**config.mk**
```make
export PLATFORM = sky130hd
export DESIGN_NAME = kronos_ex_memctrl
export DESIGN_NICKNAME = d
export VERILOG_FILES = /design/src/rtl/kronos_ex_memctrl.sv
export SDC_FILE = /design/constraint.sdc
export NUM_CORES = 1
export LEC_CHECK = 0
export CORE_ASPECT_RATIO = 0.6
export CORE_MARGIN = 4
export CORE_UTILIZATION = 40
export CTS_CLUSTER_SIZE = 8
export DETAILED_ROUTE_END_ITERATION = 12
export GPL_TIMING_DRIVEN = 0
export HOLD_SLACK_MARGIN = 0.06
export PLACE_DENSITY = 0.87
export SKIP_LAST_GASP = 1
export SYNTH_ARGS = -nofsm -noshare
export SYNTH_HDL_FRONTEND = slang
export SYNTH_SLANG_ARGS = --single-unit
```
**constraint.sdc**
```tcl
create_clock -name clk -period 6.2 [get_ports clk]
set_clock_uncertainty 0.1 [all_clocks]
set_input_delay 1.24 -clock clk [delete_from_list [all_inputs] [get_ports clk]]
set_output_delay 1.24 -clock clk [all_outputs]
set_load 0.005 [all_outputs]
```
**src/rtl/kronos_ex_memctrl.sv**
```systemverilog
// Execute-stage memory controller: retires ALU writebacks in one cycle and runs
// single-word load/store transactions with an ack timeout.
module kronos_ex_memctrl #(
    parameter int unsigned WAIT_LIMIT = 255
) (
    input  logic        clk,
    input  logic        rstz,
    input  logic        decode_vld,
    output logic        decode_rdy,
    input  logic        is_load,
    input  logic        is_store,
    input  logic        regwr_alu,
    input  logic [4:0]  rd,
    input  logic [31:0] alu_result,
    input  logic [31:0] store_data,
    output logic [31:0] data_addr,
    output logic [31:0] data_wr_data,
    output logic        data_wr_en,
    output logic        data_req,
    input  logic        data_ack,
    input  logic [31:0] data_rd_data,
    output logic [31:0] regwr_data,
    output logic [4:0]  regwr_sel,
    output logic        regwr_en,
    output logic        mem_err
);

    typedef enum logic {
        STEADY = 1'b0,
        MEM    = 1'b1
    } state_e;

    localparam logic [7:0] LAST_CNT = 8'(WAIT_LIMIT - 1);

    state_e      state_q;
    logic        req_q;
    logic        wr_en_q;
    logic        is_store_q;
    logic        regwr_en_q;
    logic        mem_err_q;
    logic [7:0]  cnt_q;
    logic [31:0] addr_q;
    logic [31:0] wdata_q;
    logic [4:0]  rd_q;
    logic [31:0] regwr_data_q;
    logic [4:0]  regwr_sel_q;

    logic mem_op;
    logic store_kind;
    logic accept_mem;
    logic accept_alu;
    logic mem_done;

    // A simultaneous load+store flag decodes as a load.
    assign mem_op     = is_load || is_store;
    assign store_kind = is_store && !is_load;
    assign accept_mem = (state_q == STEADY) && decode_vld && mem_op;
    assign accept_alu = (state_q == STEADY) && decode_vld && regwr_alu && !mem_op;
    assign mem_done   = (state_q == MEM) && data_ack;

    always_ff @(posedge clk or negedge rstz) begin
        if (!rstz) begin
            state_q    <= STEADY;
            req_q      <= 1'b0;
            wr_en_q    <= 1'b0;
            is_store_q <= 1'b0;
            regwr_en_q <= 1'b0;
            mem_err_q  <= 1'b0;
            cnt_q      <= 8'd0;
        end else begin
            regwr_en_q <= 1'b0;
            mem_err_q  <= 1'b0;
            case (state_q)
                STEADY: begin
                    if (accept_mem) begin
                        state_q    <= MEM;
                        req_q      <= 1'b1;
                        wr_en_q    <= store_kind;
                        is_store_q <= store_kind;
                        cnt_q      <= 8'd0;
                    end else if (accept_alu) begin
                        regwr_en_q <= (rd != 5'd0);
                    end
                end
                MEM: begin
                    // An ack in the final wait cycle wins over the timeout.
                    if (data_ack) begin
                        state_q    <= STEADY;
                        req_q      <= 1'b0;
                        wr_en_q    <= 1'b0;
                        regwr_en_q <= !is_store_q && (rd_q != 5'd0);
                    end else if (cnt_q == LAST_CNT) begin
                        state_q   <= STEADY;
                        req_q     <= 1'b0;
                        wr_en_q   <= 1'b0;
                        mem_err_q <= 1'b1;
                    end else begin
                        cnt_q <= cnt_q + 8'd1;
                    end
                end
                default: state_q <= STEADY;
            endcase
        end
    end

    // Address, data and writeback payload registers carry no reset.
    always_ff @(posedge clk) begin
        if (accept_mem) begin
            addr_q  <= alu_result;
            wdata_q <= store_data;
            rd_q    <= rd;
        end
        if (accept_alu) begin
            regwr_sel_q  <= rd;
            regwr_data_q <= alu_result;
        end else if (mem_done) begin
            regwr_sel_q  <= rd_q;
            regwr_data_q <= data_rd_data;
        end
    end

    assign decode_rdy   = (state_q == STEADY);
    assign data_req     = req_q;
    assign data_wr_en   = wr_en_q;
    assign data_addr    = addr_q;
    assign data_wr_data = wdata_q;
    assign regwr_en     = regwr_en_q;
    assign regwr_sel    = regwr_sel_q;
    assign regwr_data   = regwr_data_q;
    assign mem_err      = mem_err_q;

endmodule

```
## After elaboration in Yosys (flattened, before gate mapping)

Cells that the tools add are included.

| storage, ports and cells | value |
|---|---|
| bits in registers | 120 |
| output and inout port bits | 106 |
| word-level logic and storage cells | 61 |

| cells by class | value |
|---|---|
| eq/ne operators | 5 |
| reduce and logical (&&, ||, !) cells | 17 |
| $add $sub $neg | 1 |
| bitwise gates (word level) | 1 |
| multiplexer cells | 25 |

Operators with widths:

| operator | number |
|---|---|
| 32-bit two-way mux | 2 |
| 8-bit two-way mux | 3 |
| 8-bit one-hot mux with 2 select lines | 1 |
| 1-bit two-way mux | 13 |
| 5-bit two-way mux | 2 |
| 5-bit nonzero test | 2 |
| 8-bit by 1-bit adder with 8-bit output, second input constant | 1 |
| 8-bit == test, second input constant | 1 |
| 1-bit one-hot mux with 2 select lines | 4 |
| 1-bit logical AND | 7 |
| 2-bit inequality test, second input constant | 2 |
| 2-bit AND reduction | 2 |
| 1-bit zero test | 3 |
| 3-bit by 2-bit inequality test with 1-bit output, second input constant | 1 |
| 3-bit AND reduction | 1 |
| 2-bit by 1-bit inequality test with 1-bit output, second input constant | 1 |
| 2-bit nonzero test | 1 |
| 1-bit logical OR | 1 |
| 1-bit inverter | 1 |

## Logic depth before layout (Yosys ltp)

Gate-level depths: netlist of run 1.

| logic depth | value |
|---|---|
| depth after elaboration | 7 |
| gate-level depth with buffers | 7 |
| mapped depth without buffers | 7 |

## Worst setup path after synthesis of run 1

OpenSTA, ideal clock, no wires.

| timing path | value |
|---|---|
| path kind | in2reg |
| start point | input port decode_vld |
| end point | register cnt_q[5] |
| stages | 4 |
| arrival | 4.955 ns |
| required time | 5.980 ns |
| setup slack | 1.026 ns |
| path through | nand2b_1 nor2_1 o21ai_0 a21o_1 |

| on the way | value |
|---|---|
| longest elaborated chain between the ends | 4 |

RTL lines:

| item | line | text |
|---|---|---|
| from (decl) | 8 | `input logic decode_vld,` |
| 1-bit logical AND (2 in a row) | 57 | `assign accept_mem = (state_q == STEADY) && decode_vld && mem_op;` |
| via accept_mem | 50 | `logic accept_mem;` |
| 2-bit by 1-bit inequality test with 1-bit output (no source line) | n/a |  |
| 3-bit AND reduction (no source line) | n/a |  |
| to (signal assigned) | 98 | `cnt_q <= cnt_q + 8'd1;` |
| to (decl) | 41 | `logic [7:0] cnt_q;` |

The timed path passes the listed nets, and every way through them passes these cells.
A chain may end at the register's enable or synchronous reset.

## Worst setup path in the final report of run 1

| timing path | value |
|---|---|
| start point | input port is_store |
| end point | register regwr_data_q[12], in the netlist regwr_data[12], enable pin |

| on the way | value |
|---|---|
| longest elaborated chain between the ends | 4 |

RTL lines:

| item | line | text |
|---|---|---|
| from (decl) | 11 | `input logic is_store,` |
| 1-bit logical OR | 55 | `assign mem_op = is_load \|\| is_store;` |
| 1-bit zero test | 58 | `assign accept_alu = (state_q == STEADY) && decode_vld && regwr_alu && !mem_op;` |
| 1-bit logical AND | 58 |  |
| 2-bit nonzero test (no source line) | n/a |  |
| to (signal assigned) | 115 | `regwr_data_q <= alu_result;` |
| to (signal assigned) | 118 | `regwr_data_q <= data_rd_data;` |
| to (decl) | 45 | `logic [31:0] regwr_data_q;` |

No other way between the ends.

==> results of run 1 <==
## layout make-up
type                            instances  share of cell area (%)
Multi-Input combinational cell         96                    11.0
Buffer                                  6                   0.613
Sequential cell                       120                    48.1
Clock inverter                         12                    2.06
Inverter                                3                   0.153
Tap cell                              139                    2.37
Timing Repair Buffer                  216                    29.8
Clock buffer                           20                    5.94
## sequential cells by signal, indices dropped and copies added (netlist names), 5 cells and up
register / cells
data_addr: 32
data_wr_data: 32
regwr_data: 32
cnt_q: 8
rd_q: 5
regwr_sel: 5
## through the flow
stage | area, um2 | hold WS [ns] | total power (uW)
global route | 7350 | 0.414 | 2320
floorplan | 4390 | 0.347 | 1070
detailed placement | 6760 | 0.384 | 1280
CTS | 7350 | 0.392 | 2260
finish | 7350 | 0.393 | 2230
global placement | 6690 | 0.382 | 1260
## cells by family (layout without fill, tap and decap cells)
group / after synthesis / after routing / share of synthesized area, %
buf+inv: 9 / 257 / 1.28
fa+ha+maj: 2 / 2 / 0.570
flops: 120 / 120 / 80.5
mux: 38 / 38 / 9.72
simple gates: 32 / 32 / 4.05
compound gates: 24 / 24 / 3.85
## where the power goes
| group | internal (uW) | switching, uW | total (uW) |
|---|---|---|---|
| Combinational | 173 | 108 | 280 |
| Sequential | 954 | 22.9 | 977 |
| Clock | 631 | 343 | 975 |
## worst max-delay path by stage
stage / start / to / slack [ns] / cells after the start
3_3_place_gp: decode_vld / cnt_q[7] / -1.19 / 5
3_5_place_dp: is_store / regwr_data[11] / 2.49 / 7
2_1_floorplan: decode_vld / cnt_q[5] / 1.03 / 4
4_1_cts: is_store / regwr_sel[1] / 2.91 / 7
5_1_grt: is_store / regwr_data[2] / 2.76 / 7
6_report: is_store / regwr_data[12] / 2.92 / 7
## worst reg2reg max path, delay by kind of cell, from the launching register on
family,cells,cell delay [ns]
and+or+nand+nor,3,0.70
DFF,1,0.37
buffers and inverters,3,0.70
## placed cells by master (no fill, tap or decap), drive strengths merged, types with 3 or more instances in the layout
master	Yosys	final
edfxtp	106	106
bufinv	0	3
clkbuf	0	20
a21oi	6	6
dfrtp	14	14
inv	3	4
mux2	37	37
a21o	3	3
buf	6	9
nand2	7	7
o21ai	4	4
nor2	7	7
and3	3	3
nor3	3	3
clkinv	0	6
a211o	3	3
clkdlybuf4s50	0	213
## routing by layer
metal  global-route usage (%)  wire length (um)  up-vias
li1                         -                 -     1371
met1                     22.9              4920     1499
met2                     32.1              6280      137
met3                     7.59              1160        9
met4                     6.92               127        0
met5                        0                 0        -
==> flow_summary.toml, run 1 <==
[hold_path]
hold_path_end = "regwr_en"
hold_path.class = "reg -> reg"
hp-start = "is_store_q"
worstHoldPathCells = 1

[critical_path]
ff2ff_setup_slack_ns = 4.00
cpPeakStageDelay_ns = 0.46
rr_startpoint = "state_q"
critical_path_peak_fanout = 26
rr_endpoint = "regwr_data[12]"
critPathRequiredTime_ns = 6.19
crit_path_start_kind = "primary input"
path_class = "in -> reg"
cp_top_family = "buffers and inverters"
crit_chain = "clkdlybuf4s50_1, nor2_1, nand3_1, buf_2, buf_6, nand2_2, buf_12"
worstSetupEndpointType = "register"
critPathSlowestCell = "clkdlybuf4s50_1"
critPathArrivalTime_ns = 3.27
worst-path-buf-inv = 4
worstRegToRegCells = 6

[synthesis]
seq_area_frac_synth_pct = 80.5
synth_area_mm2 = 0.00439
ys.flop_type = "edfxtp_1"
synth.most_common_cell = "edfxtp_1"
synthTopCellsByCount = "106 x edfxtp_1, 37 x mux2_2, 14 x dfrtp_1"
synth_area_leader_cell = "edfxtp_1"
async_flop_share_pct = 11.7
synth.area.top_cells = "edfxtp_1 73%, mux2_2 9.5%, dfrtp_1 8.0%"
yosysWarnings = 0
ys_ff_latch = 120
syn_avg_cell_area_um2 = 19.5
synth_top_area_share_pct = 72.5
synthCells = 225
syn_nets = 335
synth_edf_count = 106
netlist-cell-type-count = 39

[grt]
grt.total_usage_pct = 19.2
grt_pass1_vias = 3040
grt_pass1_wl_mm = 17.8
gr-total-overflow = 0
grt_max_degree = 35
antenna_found_initial = 0

[run]
cap_violations = 0

[placed_design]
dp_hpwl_mm = 9.23
pre_cts_ws_ns = 2.49
gp_congestion = 0.824
portBuffers = 213
placed_cells = 580

[clock_network]
htreeDepth = 4
cts_num_sinks = 120
clkSlewWorstSetupHoldPaths_ns = 0.06
clockRootBuffer = "clkbuf_16"
post_cts_buffers = 0
holdBufCountCts = 0
clockBufferDepth = 2
clock_latency_ns = 0.40
numCtsBuffers = 17
ctsResizeCount = 0
cts_tree = "built"

[floorplan]
die_area_mm2 = 0.0128
dieHeight_um = 89.1
core_mm2 = 0.0106
pin_count = 214
start_util_pct = 41.3
fp.dieW_um = 143
row_count = 29

[sta]
worst_pin_slew_ns = 0.651
fin_crit_sh_pct = 52.8
slew_headroom_pct = 56.5
max_freq_mhz = 305
finalWorstSetupSlack_ns = 2.92
slew_viol_final = 0
min_period_ns = 3.28
hold_viol = 0
rsz0062_at_grt = "no"
final-setup-viol-count = 0
finalSetupTns_ns = 0

[power_and_ir_drop]
peakVddDrop_v = 0.000197
p_leak_uw = 0.00269
power_density_mw_per_mm2 = 304

[drt]
drc = 0
first_pass_iters = 4
vias_per_cell = 4.93
postRouteAntennaNets = 0
vias = 3016
drt_wl_total_mm = 12.5
wl_per_cell_um = 20.4
first_iter_violations = 143

[final_layout]
post-route-util_pct = 69.2
seqCellArea_mm2 = 0.00353
fin_cells = 612
insertedDiodeCount = 0
nNetsFinal = 570
drive_gt1_share_pct = 17.8
multi_input_area_um2 = 808
area_growth_pct = 67.6
n_fill_cell = 735

[run_status]
status = "completed"
Power figures use the tool's default switching activity.
==> inputs of run 2 (changes only) <==
--- a/config.mk
+++ b/config.mk
@@ -7,12 +7,12 @@
 export LEC_CHECK = 0
 export CORE_ASPECT_RATIO = 0.6
 export CORE_MARGIN = 4
-export CORE_UTILIZATION = 40
+export CORE_UTILIZATION = 36
 export CTS_CLUSTER_SIZE = 8
 export DETAILED_ROUTE_END_ITERATION = 12
 export GPL_TIMING_DRIVEN = 0
 export HOLD_SLACK_MARGIN = 0.06
-export PLACE_DENSITY = 0.87
+export PLACE_DENSITY = 0.83
 export SKIP_LAST_GASP = 1
 export SYNTH_ARGS = -nofsm -noshare
 export SYNTH_HDL_FRONTEND = slang
==> constraint.sdc (replaced) <==
create_clock -name clk -period 3 [get_ports clk]
set_clock_uncertainty 0.1 [all_clocks]
set_input_delay 0.6 -clock clk [delete_from_list [all_inputs] [get_ports clk]]
set_output_delay 0.6 -clock clk [all_outputs]
set_load 0.005 [all_outputs]
==> flow_summary.toml, run 2 (synthesis gave the netlist of run 1 again) <==
[drt]
first_pass_iters = 6
vias = 2990
vias_per_cell = 4.72
drc = 0
first_iter_violations = 92
drt_wl_total_mm = 12.1
postRouteAntennaNets = 0
wl_per_cell_um = 19.1

[critical_path]
crit_chain = "clkdlybuf4s50_1, nor2_1, nand3_1, buf_2, buf_6, nand2_2, buf_12"
crit_path_end = "regwr_data[30]"
worstSetupEndpointType = "register"
cpPeakStageDelay_ns = 0.46
worstRegToRegCells = 6
rr_endpoint = "cnt_q[7]"
critPathArrivalTime_ns = 2.66
critical_path_peak_fanout = 23
ff2ff_setup_slack_ns = 0.77
crit_path_start_kind = "primary input"
path_class = "in -> reg"
crit_start = "is_store"
critPathSlowestCell = "clkdlybuf4s50_1"
critPathRequiredTime_ns = 3.00
rr_startpoint = "state_q"

[grt]
grt_pass1_wl_mm = 17.6
gr-total-overflow = 0
met2_usage_pct = 27.5
busiest_layer = "met2"
grtUsageMet3_pct = 6.73
grt_max_degree = 34
grt_pass1_vias = 3034
antenna_found_initial = 1
grt_use_met1_pct = 20.5
grt.total_usage_pct = 17.0

[floorplan]
pin_count = 214
row_count = 30
fp.dieW_um = 151
core_mm2 = 0.0116
die_area_mm2 = 0.0141
start_util_pct = 37.8
dieHeight_um = 93.5

[run_status]
status = "completed"

[clock_network]
ctsResizeCount = 0
htreeDepth = 4
cts_tree = "built"
cts_num_sinks = 120
clkSlewWorstSetupHoldPaths_ns = 0.06
numCtsBuffers = 17
holdBufCountCts = 0
clock_latency_ns = 0.39
post_cts_buffers = 0
clockRootBuffer = "clkbuf_16"
clockBufferDepth = 2

[power_and_ir_drop]
pwr-share-comb_pct = 12.5
seqPwrFrac_pct = 43.7
power.total_uw = 4620
p_leak_uw = 0.00269
intPower_uw = 3580
peakVddDrop_v = 0.000359
p_switching_uw = 1040
power_density_mw_per_mm2 = 625
clockPowerShare_pct = 43.8
switching_share_pct = 22.6

[final_layout]
final_cell_area_mm2 = 0.00739
nNetsFinal = 570
final_common_cell = "clkdlybuf4s50_1"
drive_gt1_share_pct = 18.2
area_growth_pct = 68.4
layout_common_cells = "213 x clkdlybuf4s50_1, 106 x edfxtp_1, 37 x mux2_2, 17 x clkbuf_16, 14 x dfrtp_1"
post-route-util_pct = 63.7
n_fill_cell = 813

[hold_path]
hold_path.class = "reg -> reg"

[sta]
min_period_ns = 2.66
slew_viol_final = 0
rsz0062_at_grt = "no"
hold_viol = 0
max_freq_mhz = 376
fin_crit_sh_pct = 88.7
worst_pin_slew_ns = 0.690
slew_headroom_pct = 53.9
final-setup-viol-count = 0

[placed_design]
dp_hpwl_mm = 8.95
placed_area_mm2 = 0.00680
gp_congestion = 0.916
portBuffers = 213

[run]
cap_violations = 0
## run 2: critical path, delay by kind of cell
kind          cells  cell delay [ns]
buf+inv           4             1.16
simple gates      3             0.88
## run 2: power groups by stage
stage / Sequential, uW / Combinational [uW] / Clock [uW]
finish: 2020 / 579 / 2020
global route: 2030 / 622 / 2140
floorplan: 2060 / 151 / 0
detailed placement: 2050 / 583 / 0
CTS: 2020 / 586 / 2060
global placement: 2050 / 550 / 0
## run 2: through the flow
stage	std cells	setup TNS [ns]	setup slack [ns]	hold WS, ns
after floorplan	225	0	0.356	0.204
after global placement	598	-63.91	-0.923	0.378
after detailed placement	601	-2.42	-0.106	0.389
after CTS	633	0	0.314	0.395
after global routing	634	0	0.212	0.417
final	634	0	0.340	0.399
## run 2: worst min path at each step
stage	from	end	slack [ns]	cells past startpoint
finish	is_store_q	regwr_en	0.40	1
global route	is_store_q	regwr_en	0.42	1
CTS	is_store_q	regwr_en	0.40	1
detailed placement	is_store_q	regwr_en	0.39	1
global placement	is_store_q	regwr_en	0.38	1
floorplan	rstz	cnt_q[0]	0.20	0
## run 2: area by class of cell
class | count | area (um2) | area share, %
diodes | 1 | 2.50 | 0.0339
plain buffers | 6 | 45.0 | 0.609
clock buffers | 18 | 429 | 5.81
clock inverters | 14 | 161 | 2.18
inverters | 3 | 11.3 | 0.152
multi-input cells | 96 | 808 | 10.9
flip-flops and latches | 120 | 3530 | 47.8
well taps | 160 | 200 | 2.71
repair buffers | 216 | 2200 | 29.8
## run 2: routing by layer
| metal | up-vias | share of wire [%] |
|---|---|---|
| met5 | - | 0 |
| met1 | 1459 | 40 |
| met4 | 0 | 1.2 |
| met3 | 14 | 10 |
| met2 | 149 | 48 |
| li1 | 1368 | - |
==> inputs of run 3 (changes only) <==
--- a/config.mk
+++ b/config.mk
@@ -14,6 +14,7 @@
 export HOLD_SLACK_MARGIN = 0.06
 export PLACE_DENSITY = 0.83
 export SKIP_LAST_GASP = 1
+export SLEW_MARGIN = 20
 export SYNTH_ARGS = -nofsm -noshare
 export SYNTH_HDL_FRONTEND = slang
 export SYNTH_SLANG_ARGS = --single-unit
==> flow_summary.toml, run 3 (synthesis gave the netlist of run 1 again) <==
[run_status]
status = "completed"

[sta]
finalSetupTns_ns = 0
hold_viol = 0
final-setup-viol-count = 0
slew_headroom_pct = 49.0
fin_crit_sh_pct = 89.0
hold-worst-slack_ns = 0.387
rsz0062_at_grt = "no"
worst_pin_slew_ns = 0.763
min_period_ns = 2.67
max_freq_mhz = 374
slew_viol_final = 0

[placed_design]
gp_congestion = 0.916
placed_area_mm2 = 0.00680
portBuffers = 213
dp_hpwl_mm = 8.96
placed_cells = 601

[grt]
grt_pass1_vias = 3049
grt_pass1_wl_mm = 17.6
grt_max_degree = 31
grt.total_usage_pct = 16.8
antenna_found_initial = 1
gr-total-overflow = 0

[clock_network]
numCtsBuffers = 17
clockBufferDepth = 2
ctsResizeCount = 0
clkSlewWorstSetupHoldPaths_ns = 0.06
clock_latency_ns = 0.39
cts_num_sinks = 120
post_cts_buffers = 0
htreeDepth = 4
clockRootBuffer = "clkbuf_16"
cts_tree = "built"
holdBufCountCts = 0

[final_layout]
n_fill_cell = 824
seqCellArea_mm2 = 0.00353
fin_cells = 633
multi_input_area_um2 = 808
final_common_cell = "clkdlybuf4s50_1"
drive_gt1_share_pct = 18.2
nNetsFinal = 570
layout_common_cells = "213 x clkdlybuf4s50_1, 106 x edfxtp_1, 37 x mux2_2, 17 x clkbuf_16, 14 x dfrtp_1"
final_cell_area_mm2 = 0.00733
area_growth_pct = 67.0

[floorplan]
pin_count = 214
fp.dieW_um = 151
dieHeight_um = 93.5
die_area_mm2 = 0.0141
core_mm2 = 0.0116
start_util_pct = 37.8
row_count = 30

[run]
cap_violations = 0

[critical_path]
rr_startpoint = "state_q"
crit_path_start_kind = "primary input"
ff2ff_setup_slack_ns = 0.72
path_class = "in -> reg"
critical_path_peak_fanout = 23
critPathRequiredTime_ns = 2.99
worstSetupEndpointType = "register"
critPathArrivalTime_ns = 2.66
worstRegToRegCells = 6
rr_endpoint = "cnt_q[7]"
crit_path_end = "regwr_data[26]"
crit_start = "is_store"

[drt]
postRouteAntennaNets = 0
first_iter_violations = 105
vias = 2955
first_pass_iters = 4
drc = 0
drt_wl_total_mm = 11.9
vias_per_cell = 4.67
wl_per_cell_um = 18.8

[hold_path]
hold_path.class = "reg -> reg"

[power_and_ir_drop]
power.total_uw = 4380
p_leak_uw = 0.00265
peakVddDrop_v = 0.000389
power_density_mw_per_mm2 = 597
run 3: power by group:
group | internal [uW] | switching [uW]
clock | 1050 | 729
combinational | 358 | 220
sequential | 1970 | 44.6
total | 3380 | 994
run 3: per-layer routing:
| metal | routed length [um] | GRT usage (%) |
|---|---|---|
| met2 | 5890 | 28.3 |
| met5 | 0 | 0 |
| met3 | 1190 | 6.83 |
| met4 | 116 | 5.40 |
| met1 | 4680 | 19.8 |
run 3: cell type report:
cell class	count	area share (%)
inverters	3	0.154
repair buffers	216	30.0
clock buffers	17	5.80
flip-flops and latches	120	48.2
well taps	160	2.73
multi-input cells	96	11.0
clock inverters	14	1.42
diodes	1	0.0341
plain buffers	6	0.615
run 3: critical path, stage by stage:
cell and delay [ns]:
clkdlybuf4s50_1 0.46, nor2_1 0.33, nand3_1 0.22, buf_2 0.26
buf_6 0.19, nand2_2 0.33, buf_12 0.25
run 3: worst min path at each step:
stage	start	slack (ns)	end	cells after the start
finish	is_store_q	0.39	regwr_en	1
global route	is_store_q	0.42	regwr_en	1
CTS	is_store_q	0.39	regwr_en	1
detailed placement	is_store_q	0.39	regwr_en	1
global placement	is_store_q	0.38	regwr_en	1
floorplan	rstz	0.20	cnt_q[0]	0
run 3: per-stage QoR:
| stage | util, % | worst slack, ns |
|---|---|---|
| 2_1_floorplan | - | 0.356 |
| 3_3_place_gp | 58.0 | -0.923 |
| 3_5_place_dp | 58.6 | -0.102 |
| 4_1_cts | 63.2 | 0.321 |
| 5_1_grt | 63.2 | 0.238 |
| 6_report | 63.2 | 0.329 |
